## config.mk

```make
export PLATFORM = sky130hd
export DESIGN_NAME = pipo_bank_buffer_flat
export DESIGN_NICKNAME = d
export VERILOG_FILES = /design/src/rtl/pipo_pkg.sv /design/src/rtl/pipo_bank_buffer_if.sv /design/src/rtl/pipo_bank.sv /design/src/rtl/pipo_bank_buffer.sv /design/src/flat_wrapper.sv
export SDC_FILE = /design/constraint.sdc
export NUM_CORES = 1
export LEC_CHECK = 0
export BUFFER_PORTS_ARGS = -buffer_cell sky130_fd_sc_hd__buf_4
export CORE_AREA = 2 2 255 257
export DETAILED_ROUTE_END_ITERATION = 6
export DIE_AREA = 0 0 257 259
export GPL_TIMING_DRIVEN = 0
export HOLD_SLACK_MARGIN = 0.06
export PLACE_DENSITY = 0.66
export SETUP_SLACK_MARGIN = 0.1
export SLEW_MARGIN = 20
export SYNTH_ARGS = -nofsm -noshare
export SYNTH_HDL_FRONTEND = slang
export SYNTH_SLANG_ARGS = --single-unit
```

## constraint.sdc

```tcl
create_clock -name clk -period 2.01 [get_ports clk]
set_input_delay 0.201 -clock clk [delete_from_list [all_inputs] [get_ports clk]]
set_output_delay 0.201 -clock clk [all_outputs]
set_load 0.01 [all_outputs]
```

## src/rtl/pipo_pkg.sv

```systemverilog
// Shared constants, lane type and pointer helper for the multi-bank PIPO vector buffer.
package pipo_pkg;

  localparam int unsigned DefDataWidth = 16;
  localparam int unsigned DefRegNum    = 20;
  localparam int unsigned DefBanks     = 2;

  typedef logic [DefDataWidth-1:0] lane_t;

  // Wraps at banks-1 so non-power-of-two bank counts work.
  function automatic int unsigned ptr_inc(input int unsigned ptr, input int unsigned banks);
    return (ptr >= banks - 1) ? 0 : ptr + 1;
  endfunction

endpackage

```

## src/rtl/pipo_bank_buffer_if.sv

```systemverilog
// Writer/reader handshake bundle for pipo_bank_buffer.
// PIPO_LANE_MASK_EN adds the wr_lane_cnt lane-count input.
interface pipo_bank_buffer_if import pipo_pkg::*; #(
  parameter int unsigned DATA_WIDTH = DefDataWidth,
  parameter int unsigned REG_NUM    = DefRegNum,
  parameter int unsigned BANKS      = DefBanks
) ();

  logic                          wr_valid;
  logic                          wr_ready;
  logic [DATA_WIDTH-1:0]         wr_data [REG_NUM];
  logic                          rd_valid;
  logic                          rd_ready;
  logic [DATA_WIDTH-1:0]         rd_data [REG_NUM];
  logic [$clog2(BANKS+1)-1:0]    count;
`ifdef PIPO_LANE_MASK_EN
  logic [$clog2(REG_NUM+1)-1:0]  wr_lane_cnt;

  modport slave (
    input  wr_valid, wr_data, wr_lane_cnt, rd_ready,
    output wr_ready, rd_valid, rd_data, count
  );
  modport master (
    output wr_valid, wr_data, wr_lane_cnt, rd_ready,
    input  wr_ready, rd_valid, rd_data, count
  );
`else
  modport slave (
    input  wr_valid, wr_data, rd_ready,
    output wr_ready, rd_valid, rd_data, count
  );
  modport master (
    output wr_valid, wr_data, rd_ready,
    input  wr_ready, rd_valid, rd_data, count
  );
`endif

endinterface

```

## src/rtl/pipo_bank.sv

```systemverilog
// One REG_NUM-lane vector register with write enable.
// PIPO_LANE_MASK_EN zero-fills lanes at or above i_lane_cnt on write.
module pipo_bank import pipo_pkg::*; #(
  parameter int unsigned DATA_WIDTH = DefDataWidth,
  parameter int unsigned REG_NUM    = DefRegNum
) (
  input  logic                  clk,
  input  logic                  nrst,
  input  logic                  i_we,
  input  logic [DATA_WIDTH-1:0] i_data [REG_NUM],
`ifdef PIPO_LANE_MASK_EN
  input  logic [$clog2(REG_NUM+1)-1:0] i_lane_cnt,
`endif
  output logic [DATA_WIDTH-1:0] o_data [REG_NUM]
);

  logic [DATA_WIDTH-1:0] r_lanes [REG_NUM];
  logic [DATA_WIDTH-1:0] w_next  [REG_NUM];

  always_comb begin
    for (int i = 0; i < int'(REG_NUM); i++) begin
`ifdef PIPO_LANE_MASK_EN
      w_next[i] = (32'(i_lane_cnt) > i) ? i_data[i] : '0;
`else
      w_next[i] = i_data[i];
`endif
    end
  end

  always_ff @(posedge clk or negedge nrst) begin
    if (!nrst) begin
      for (int i = 0; i < int'(REG_NUM); i++) r_lanes[i] <= '0;
    end else if (i_we) begin
      for (int i = 0; i < int'(REG_NUM); i++) r_lanes[i] <= w_next[i];
    end
  end

  assign o_data = r_lanes;

endmodule

```

## src/rtl/pipo_bank_buffer.sv

```systemverilog
// Circular multi-bank vector buffer with valid/ready on both sides (ping-pong at BANKS=2).
// Optional PIPO_LANE_MASK_EN enables per-write lane-count zero padding.
module pipo_bank_buffer import pipo_pkg::*; #(
  parameter int unsigned DATA_WIDTH = DefDataWidth,
  parameter int unsigned REG_NUM    = DefRegNum,
  parameter int unsigned BANKS      = DefBanks
) (
  input  logic            clk,
  input  logic            nrst,
  input  logic            clear,
  pipo_bank_buffer_if.slave bus
);

  localparam int unsigned PtrW = (BANKS > 1) ? $clog2(BANKS) : 1;
  localparam int unsigned CntW = $clog2(BANKS + 1);

  logic [PtrW-1:0]       r_wr_ptr;
  logic [PtrW-1:0]       r_rd_ptr;
  logic [CntW-1:0]       r_count;
  logic                  w_wr_fire;
  logic                  w_rd_fire;
  logic [BANKS-1:0]      w_bank_we;
  logic [DATA_WIDTH-1:0] w_bank_data [BANKS][REG_NUM];

  // Ready depends on occupancy only: no write pass-through when full.
  assign bus.wr_ready = (r_count != CntW'(BANKS));
  assign bus.rd_valid = (r_count != '0);
  assign bus.count    = r_count;
  assign w_wr_fire    = bus.wr_valid & bus.wr_ready;
  assign w_rd_fire    = bus.rd_valid & bus.rd_ready;

  always_comb begin
    w_bank_we = '0;
    if (w_wr_fire && !clear) w_bank_we[r_wr_ptr] = 1'b1;
  end

  for (genvar g = 0; g < int'(BANKS); g++) begin : g_bank
    pipo_bank #(
      .DATA_WIDTH (DATA_WIDTH),
      .REG_NUM    (REG_NUM)
    ) u_bank (
      .clk        (clk),
      .nrst       (nrst),
      .i_we       (w_bank_we[g]),
      .i_data     (bus.wr_data),
`ifdef PIPO_LANE_MASK_EN
      .i_lane_cnt (bus.wr_lane_cnt),
`endif
      .o_data     (w_bank_data[g])
    );
  end

  always_comb begin
    for (int i = 0; i < int'(REG_NUM); i++) begin
      bus.rd_data[i] = bus.rd_valid ? w_bank_data[r_rd_ptr][i] : '0;
    end
  end

  always_ff @(posedge clk or negedge nrst) begin
    if (!nrst) begin
      r_wr_ptr <= '0;
      r_rd_ptr <= '0;
      r_count  <= '0;
    end else if (clear) begin
      r_wr_ptr <= '0;
      r_rd_ptr <= '0;
      r_count  <= '0;
    end else begin
      if (w_wr_fire) r_wr_ptr <= PtrW'(ptr_inc(32'(r_wr_ptr), BANKS));
      if (w_rd_fire) r_rd_ptr <= PtrW'(ptr_inc(32'(r_rd_ptr), BANKS));
      if (w_wr_fire && !w_rd_fire)      r_count <= r_count + 1'b1;
      else if (w_rd_fire && !w_wr_fire) r_count <= r_count - 1'b1;
    end
  end

endmodule

```

## src/flat_wrapper.sv

```systemverilog
// flat-port wrapper written by rule: the top's interface ports become plain ports
module pipo_bank_buffer_flat import pipo_pkg::*;
#(
  parameter int unsigned DATA_WIDTH = DefDataWidth,
  parameter int unsigned REG_NUM    = DefRegNum,
  parameter int unsigned BANKS      = DefBanks
)
  (clk, nrst, clear, bus_wr_valid, bus_wr_data, bus_rd_ready, bus_wr_ready, bus_rd_valid, bus_rd_data, bus_count);
  pipo_bank_buffer_if #(.DATA_WIDTH(DATA_WIDTH), .REG_NUM(REG_NUM), .BANKS(BANKS)) bus_i ();
  input  logic clk;
  input  logic nrst;
  input  logic clear;
  input wire logic [$bits(bus_i.wr_valid)-1:0] bus_wr_valid;
  input wire logic [$bits(bus_i.wr_data)-1:0] bus_wr_data;
  input wire logic [$bits(bus_i.rd_ready)-1:0] bus_rd_ready;
  output wire logic [$bits(bus_i.wr_ready)-1:0] bus_wr_ready;
  output wire logic [$bits(bus_i.rd_valid)-1:0] bus_rd_valid;
  output wire logic [$bits(bus_i.rd_data)-1:0] bus_rd_data;
  output wire logic [$bits(bus_i.count)-1:0] bus_count;
  assign bus_i.wr_valid = bus_wr_valid;
  assign bus_i.wr_data = {>>{bus_wr_data}};
  assign bus_i.rd_ready = bus_rd_ready;
  assign bus_wr_ready = bus_i.wr_ready;
  assign bus_rd_valid = bus_i.rd_valid;
  assign bus_rd_data = {>>{bus_i.rd_data}};
  assign bus_count = bus_i.count;
  pipo_bank_buffer #(.DATA_WIDTH(DATA_WIDTH), .REG_NUM(REG_NUM), .BANKS(BANKS)) u_core (.clk(clk), .nrst(nrst), .clear(clear), .bus(bus_i));
endmodule
```

Word-level counts from Yosys, hierarchy flattened
Index checks and enable logic that the tools add are counted.

word-level totals
  flip-flop bits (word level) = 644
  latch bits = 0
  memory bits (writable) = 0
  memory bits (read-only) = 0
  input port bits = 325
  output and inout port bits = 324
  memories kept = 0

operators by class
  add/subtract/negate cells = 4
  multipliers = 0
  divide/modulo/power cells = 0
  order comparisons = 5
  equality and inequality tests = 1
  shift-type cells = 0
  muxes and demuxes = 35
  bitwise operators = 3
  reductions and logical operators = 11

operators with widths
  operator                                                               count
  320-bit two-way mux                                                    3
  16-bit two-way mux                                                     20
  2-bit two-way mux                                                      4
  1-bit two-way mux                                                      7
  2-bit nonzero test                                                     3
  1-bit logical AND                                                      4
  1-bit greater-or-equal comparator (second input constant)              3
  1-bit zero test                                                        3
  3-bit nonzero test                                                     1
  1-bit adder (second input constant)                                    2
  2-bit by 1-bit adder with 2-bit output (second input constant)         1
  1-bit bitwise AND                                                      2
  2-bit greater-or-equal comparator (second input constant)              1
  1-bit by 2-bit < comparator with 1-bit output (second input constant)  1
  2-bit != test (second input constant)                                  1
  1-bit inverter with 2-bit output                                       1
  2-bit by 1-bit subtractor with 2-bit output (second input constant)    1
  1-bit demux with 1-bit select                                          1

Logic depth before layout (Yosys ltp)
  word-level depth = 7
  depth in mapped cells = 6
  depth with buffers taken out = 4

By module
A second synthesis with hierarchy kept.

unflattened totals
  cell total of the unflattened synthesis = 2090
  area, all modules = 32039.5 µm²

modules (own cells, without submodules)
  module            instances  cells an instance  area an instance (µm²)  sequential area each (µm²)
  pipo_bank         2          676                13419.1                 8007.7
  pipo_bank_buffer  1          738                5201.2                  100.1

Worst setup path after synthesis
No wires, ideal clock.

  path type = reg2reg
  from = register u_core.r_count[1], in the netlist u_core.bus.count[1]
  to = register u_core.g_bank[1].u_bank.r_lanes, in the netlist u_core.g_bank[1].u_bank.o_data[0]
  arrival = 1.699 ns
  path slack = 0.186 ns
  stages on the path, launching flop included = 7
  cell sequence = dfrtp_1 nor2b_1 inv_1 nand4b_1 buf_2 buf_4 mux2_2

between the ends
  word-level cells in the longest chain between the ends = 4

RTL lines
  item                    line                    RTL
  from (decl)             pipo_bank_buffer.sv:19  logic [CntW-1:0] r_count;
  from (signal assigned)  pipo_bank_buffer.sv:71  if (w_wr_fire && !w_rd_fire) r_count <= r_count + 1'b1;
  from (signal assigned)  pipo_bank_buffer.sv:72  else if (w_rd_fire && !w_wr_fire) r_count <= r_count - 1'b1;
  2-bit != test           pipo_bank_buffer.sv:26  assign bus.wr_ready = (r_count != CntW'(BANKS));
  via bus_wr_ready        flat_wrapper.sv:16      output wire logic [$bits(bus_i.wr_ready)-1:0] bus_wr_ready;
  1-bit bitwise AND       pipo_bank_buffer.sv:29  assign w_wr_fire = bus.wr_valid & bus.wr_ready;
  1-bit logical AND       pipo_bank_buffer.sv:34  if (w_wr_fire && !clear) w_bank_we[r_wr_ptr] = 1'b1;
  2-bit two-way mux       pipo_bank_buffer.sv:34
  to (decl)               pipo_bank.sv:17         logic [DATA_WIDTH-1:0] r_lanes [REG_NUM];

The timed path passes the listed nets, and every way through them passes these cells.
A chain may end at the register's enable or synchronous reset.

Final worst setup path
  from = register u_core.r_rd_ptr
  to = output bus_rd_data[70]

between the ends
  word-level cells in the longest chain between the ends = 5

RTL lines
  item                                                    line                    RTL
  from (decl)                                             pipo_bank_buffer.sv:18  logic [PtrW-1:0] r_rd_ptr;
  from (signal assigned)                                  pipo_bank_buffer.sv:70  if (w_rd_fire) r_rd_ptr <= PtrW'(ptr_inc(32'(r_rd_ptr), BANKS));
  1-bit inverter with 2-bit output (implied by the code)  pipo_bank_buffer.sv:55  bus.rd_data[i] = bus.rd_valid ? w_bank_data[r_rd_ptr][i] : '0;
  320-bit two-way mux (3 in series)                       n/a
  16-bit two-way mux                                      pipo_bank_buffer.sv:55
  to (decl)                                               flat_wrapper.sv:18      output wire logic [$bits(bus_i.rd_data)-1:0] bus_rd_data;

Every way passes these cells. The select of a mux whose other input is x is not followed.

==> metrics.md <==
| Metric | Value |
|---|---|
| Status | `complete, but fails checks` |
| Failing checks | `hold timing, setup timing` |
| Area grow syn2layout | `58.2%` |
| WS Path Type | `reg2out` |
| Clock tree buffer depth | `3` |
| Power per cell area | `959 nW/um^2` |
| Worst r2r path cells | `10` |
| Clock transition at path regs | `0.06 ns` |
| Synthesized cell area | `28,600 um^2` |
| Hold_ws | `-0.183 ns` |
| Seq pwr share | `41.8%` |
| Max-slew violations | `0` |
| Clock root cell | `clkbuf_16` |
| Static leakage | `0.0211 uW` |
| Initial core utilization | `44.8%` |
| Max stage delay on crit path | `0.41 ns` |
| H-Tree Depth | `3` |
| Clock power share | `30.9%` |
| Combinational cell fraction of total power | `27.4%` |
| Vias in the first global route | `22,900` |
| Largest net degree at the start of global routing | `101` |
| Async set-reset flop share out of synthesis | `100%` |
| Design area | `45,200 um^2` |
| Internal Power | `31,400 uW` |
| Port bufs | `648` |
| DR WL/cell | `22.9 um` |
| Detailed Place HPWL | `61,800 um` |
| Crit path max fanout | `7` |
| Die area | `66,600 um^2` |
| Slew margin rel. | `63.2%` |
| Critical Path RT | `1.81 ns` |
| FF-to-FF setup slack | `-0.06 ns` |
| Final RePlAce weighted congestion | `0.891` |
| Total of max-cap violations | `0` |
| Placed cell count | `3,598` |
| Synth Net Count | `2,412` |
| Endpoint class of the critical path | `primary output` |
| Worst hold path class | `in2async` |
| RSZ-0062 raised after global routing | `yes` |
| Drc violations | `0` |
| CTS Buf Count | `72` |
| Fmax | `445 MHz` |
| Initial antenna violation count | `13` |
| Layout Skew | `0.0199 ns` |
| Switching Share | `27.5%` |
| Sw power | `11,900 uW` |
| Total GRT Usage | `25.5%` |
| PnR worst setup slack | `-0.236 ns` |
| Fill cell count | `4,204` |
| Number of synthesized flops with an enable pin | `0` |
| Core area | `63,900 um^2` |
| DR vias | `21,500` |
| Final Non-Filler Cells | `4,157` |
| Final core utilization | `70.8%` |
| CP Cell Sequence | `buf_8, clkbuf_16, bufbuf_16, mux2i_2, nor2_1, buf_4` |
| Ys flop type | `dfrtp_1` |
| Least-Margin Pin Slew | `0.551 ns` |
| Hold Vio Cnt, Final | `55` |
| First-pass GRT wire length | `132,000 um` |
| CP arrival | `2.05 ns` |
| Antenna-violating nets left | `0` |
| Distinct cells, synth | `20` |
| Final Cycle Share | `112%` |
| Post-synthesis sequential area ratio | `56.4%` |
| Placement Rows | `93` |
| Synth warn | `0` |
| Share of layout cells above drive strength 1 | `52.0%` |
| Grt ovf | `0` |
| Drt pass-1 iters | `5` |
| RR Startpoint | `u_core.bus.count[1]` |
| Nets | `3,563` |
| Maximum vdd ir drop | `0.777 mV` |
| Critical path origin | `u_core.r_rd_ptr` |
| Avg Inst Size Synth | `13.7 um^2` |
| Initial drt markers | `1,026` |
| DR vias/cell | `5.18` |
| Clock Sinks | `644` |
| Insertion delay to the later sink of the worst-skew pair | `0.61 ns` |
| Yosys reg bits | `644` |
| CP max-delay cell | `dfrtp_2` |
| CP startpoint kind | `flip-flop` |
| DP Area | `34,800 um^2` |
| Setup violators final | `375` |
| Post-CTS Hold Fix Bufs | `328` |
| Critical R2R Capture | `u_core.g_bank[1].u_bank.o_data[132]` |
| Die Ht | `259 um` |
| IO Pins | `649` |
| Die X | `257 um` |
| CTS tree | `yes` |
| DRT Wirelength | `95,200 um` |
| Post-Syn Instances | `2,087` |
| Fin Setup TNS | `-39.04 ns` |
| Tmin final | `2.25 ns` |
## critical path, delay by kind of cell (launching register included)
kind | cells | cell delay (ns)
mux | 1 | 0.14
flops | 1 | 0.41
buf+inv | 4 | 0.74
simple gates | 1 | 0.13
## synth_stat cells, types with 2 or more instances
master    number  area, um^2
inv_1          3        11.3
o21ai_0        2        10.0
clkbuf_1      43         161
mux2i_1      321        3210
buf_2         68         340
nor2_1       322        1210
a21oi_1        4        20.0
dfrtp_1      644       16100
buf_4         30         225
mux2_2       640        7210
## layer usage
metal,vias up,global-route usage [%],routed length (um)
met5,-,0,38
li1,9596,-,-
met3,209,6.21,5020
met4,6,11.3,4040
met2,620,44.6,48200
met1,11100,29.8,37900
## what timing repair did
item | in CTS | in global routing
gates cloned | 8 | 49
pin swaps | 6 | 5
gates resized for setup | 311 | 479
endpoints found under the hold margin | 749 | 55
setup buffers | 16 | 21
setup endpoints to repair | 961 | 1028
## stage by stage
step	total power [uW]	worst slack, ns
floorplan	23100	0.186
global placement	26500	-6.10
detailed placement	27100	-0.963
CTS	41700	-0.230
global route	45200	-0.277
finish	43400	-0.236
## logic make-up after synthesis
kind of cell,count (synthesis),share of synthesized area (%)
multiplexers,961,36.4
flip-flops,644,56.4
AO/OA/AOI/OAI,8,0.158
AND/OR/NAND/NOR,329,4.42
buffers and inverters,144,2.58
XOR/XNOR,1,0.0306
## registers in the layout (all words and copies together) (netlist names)
signal	cells
u_core.bus.count	2
u_core.g_bank.u_bank.o_data	640
u_core.r_rd_ptr	1
u_core.r_wr_ptr	1
## power groups by stage
stage	logic, uW	registers (uW)	clock network (uW)
after detailed placement	9080	18000	0
after CTS	10400	17800	13600
after global routing	12700	18400	14100
after global placement	8730	17700	0
final	11900	18100	13400
after floorplan	5630	17500	0
## worst max-delay path by stage
stage and end:
2_1_floorplan u_core.g_bank[1].u_bank.o_data[0], 3_3_place_gp u_core.g_bank[0].u_bank.o_data[277], 3_5_place_dp bus_rd_data[113], 4_1_cts bus_rd_data[100], 5_1_grt bus_rd_data[6], 6_report bus_rd_data[70]
## cell type report
cell class	instances	area (um^2)	area share [%]
clock inverters	19	213	0.470
diodes	10	25.0	0.0553
well taps	855	1070	2.36
flip-flops and latches	644	16100	35.6
inverters	3	16.3	0.0360
repair buffers	1078	10300	22.7
plain buffers	140	2350	5.20
multi-input cells	1299	13000	28.7
clock buffers	109	2180	4.83
## cells in the final DEF, fill, tap and decap left out, types with 2 or more instances in the layout
master,n
a21oi_1,4
buf_12,82
buf_16,12
buf_2,4
buf_4,676
buf_6,19
buf_8,11
bufinv_16,4
clkbuf_1,16
clkbuf_16,139
clkbuf_4,6
clkbuf_8,37
clkinv_2,10
dfrtp_1,641
dfrtp_2,3
diode_2,10
dlygate4sd3_1,324
inv_4,2
inv_6,3
mux2_2,387
mux2_4,253
mux2i_1,279
mux2i_2,35
mux2i_4,7
nor2_1,307
nor2_2,11
nor2_4,4
o21ai_0,2
(Power assumes the default switching activity.)
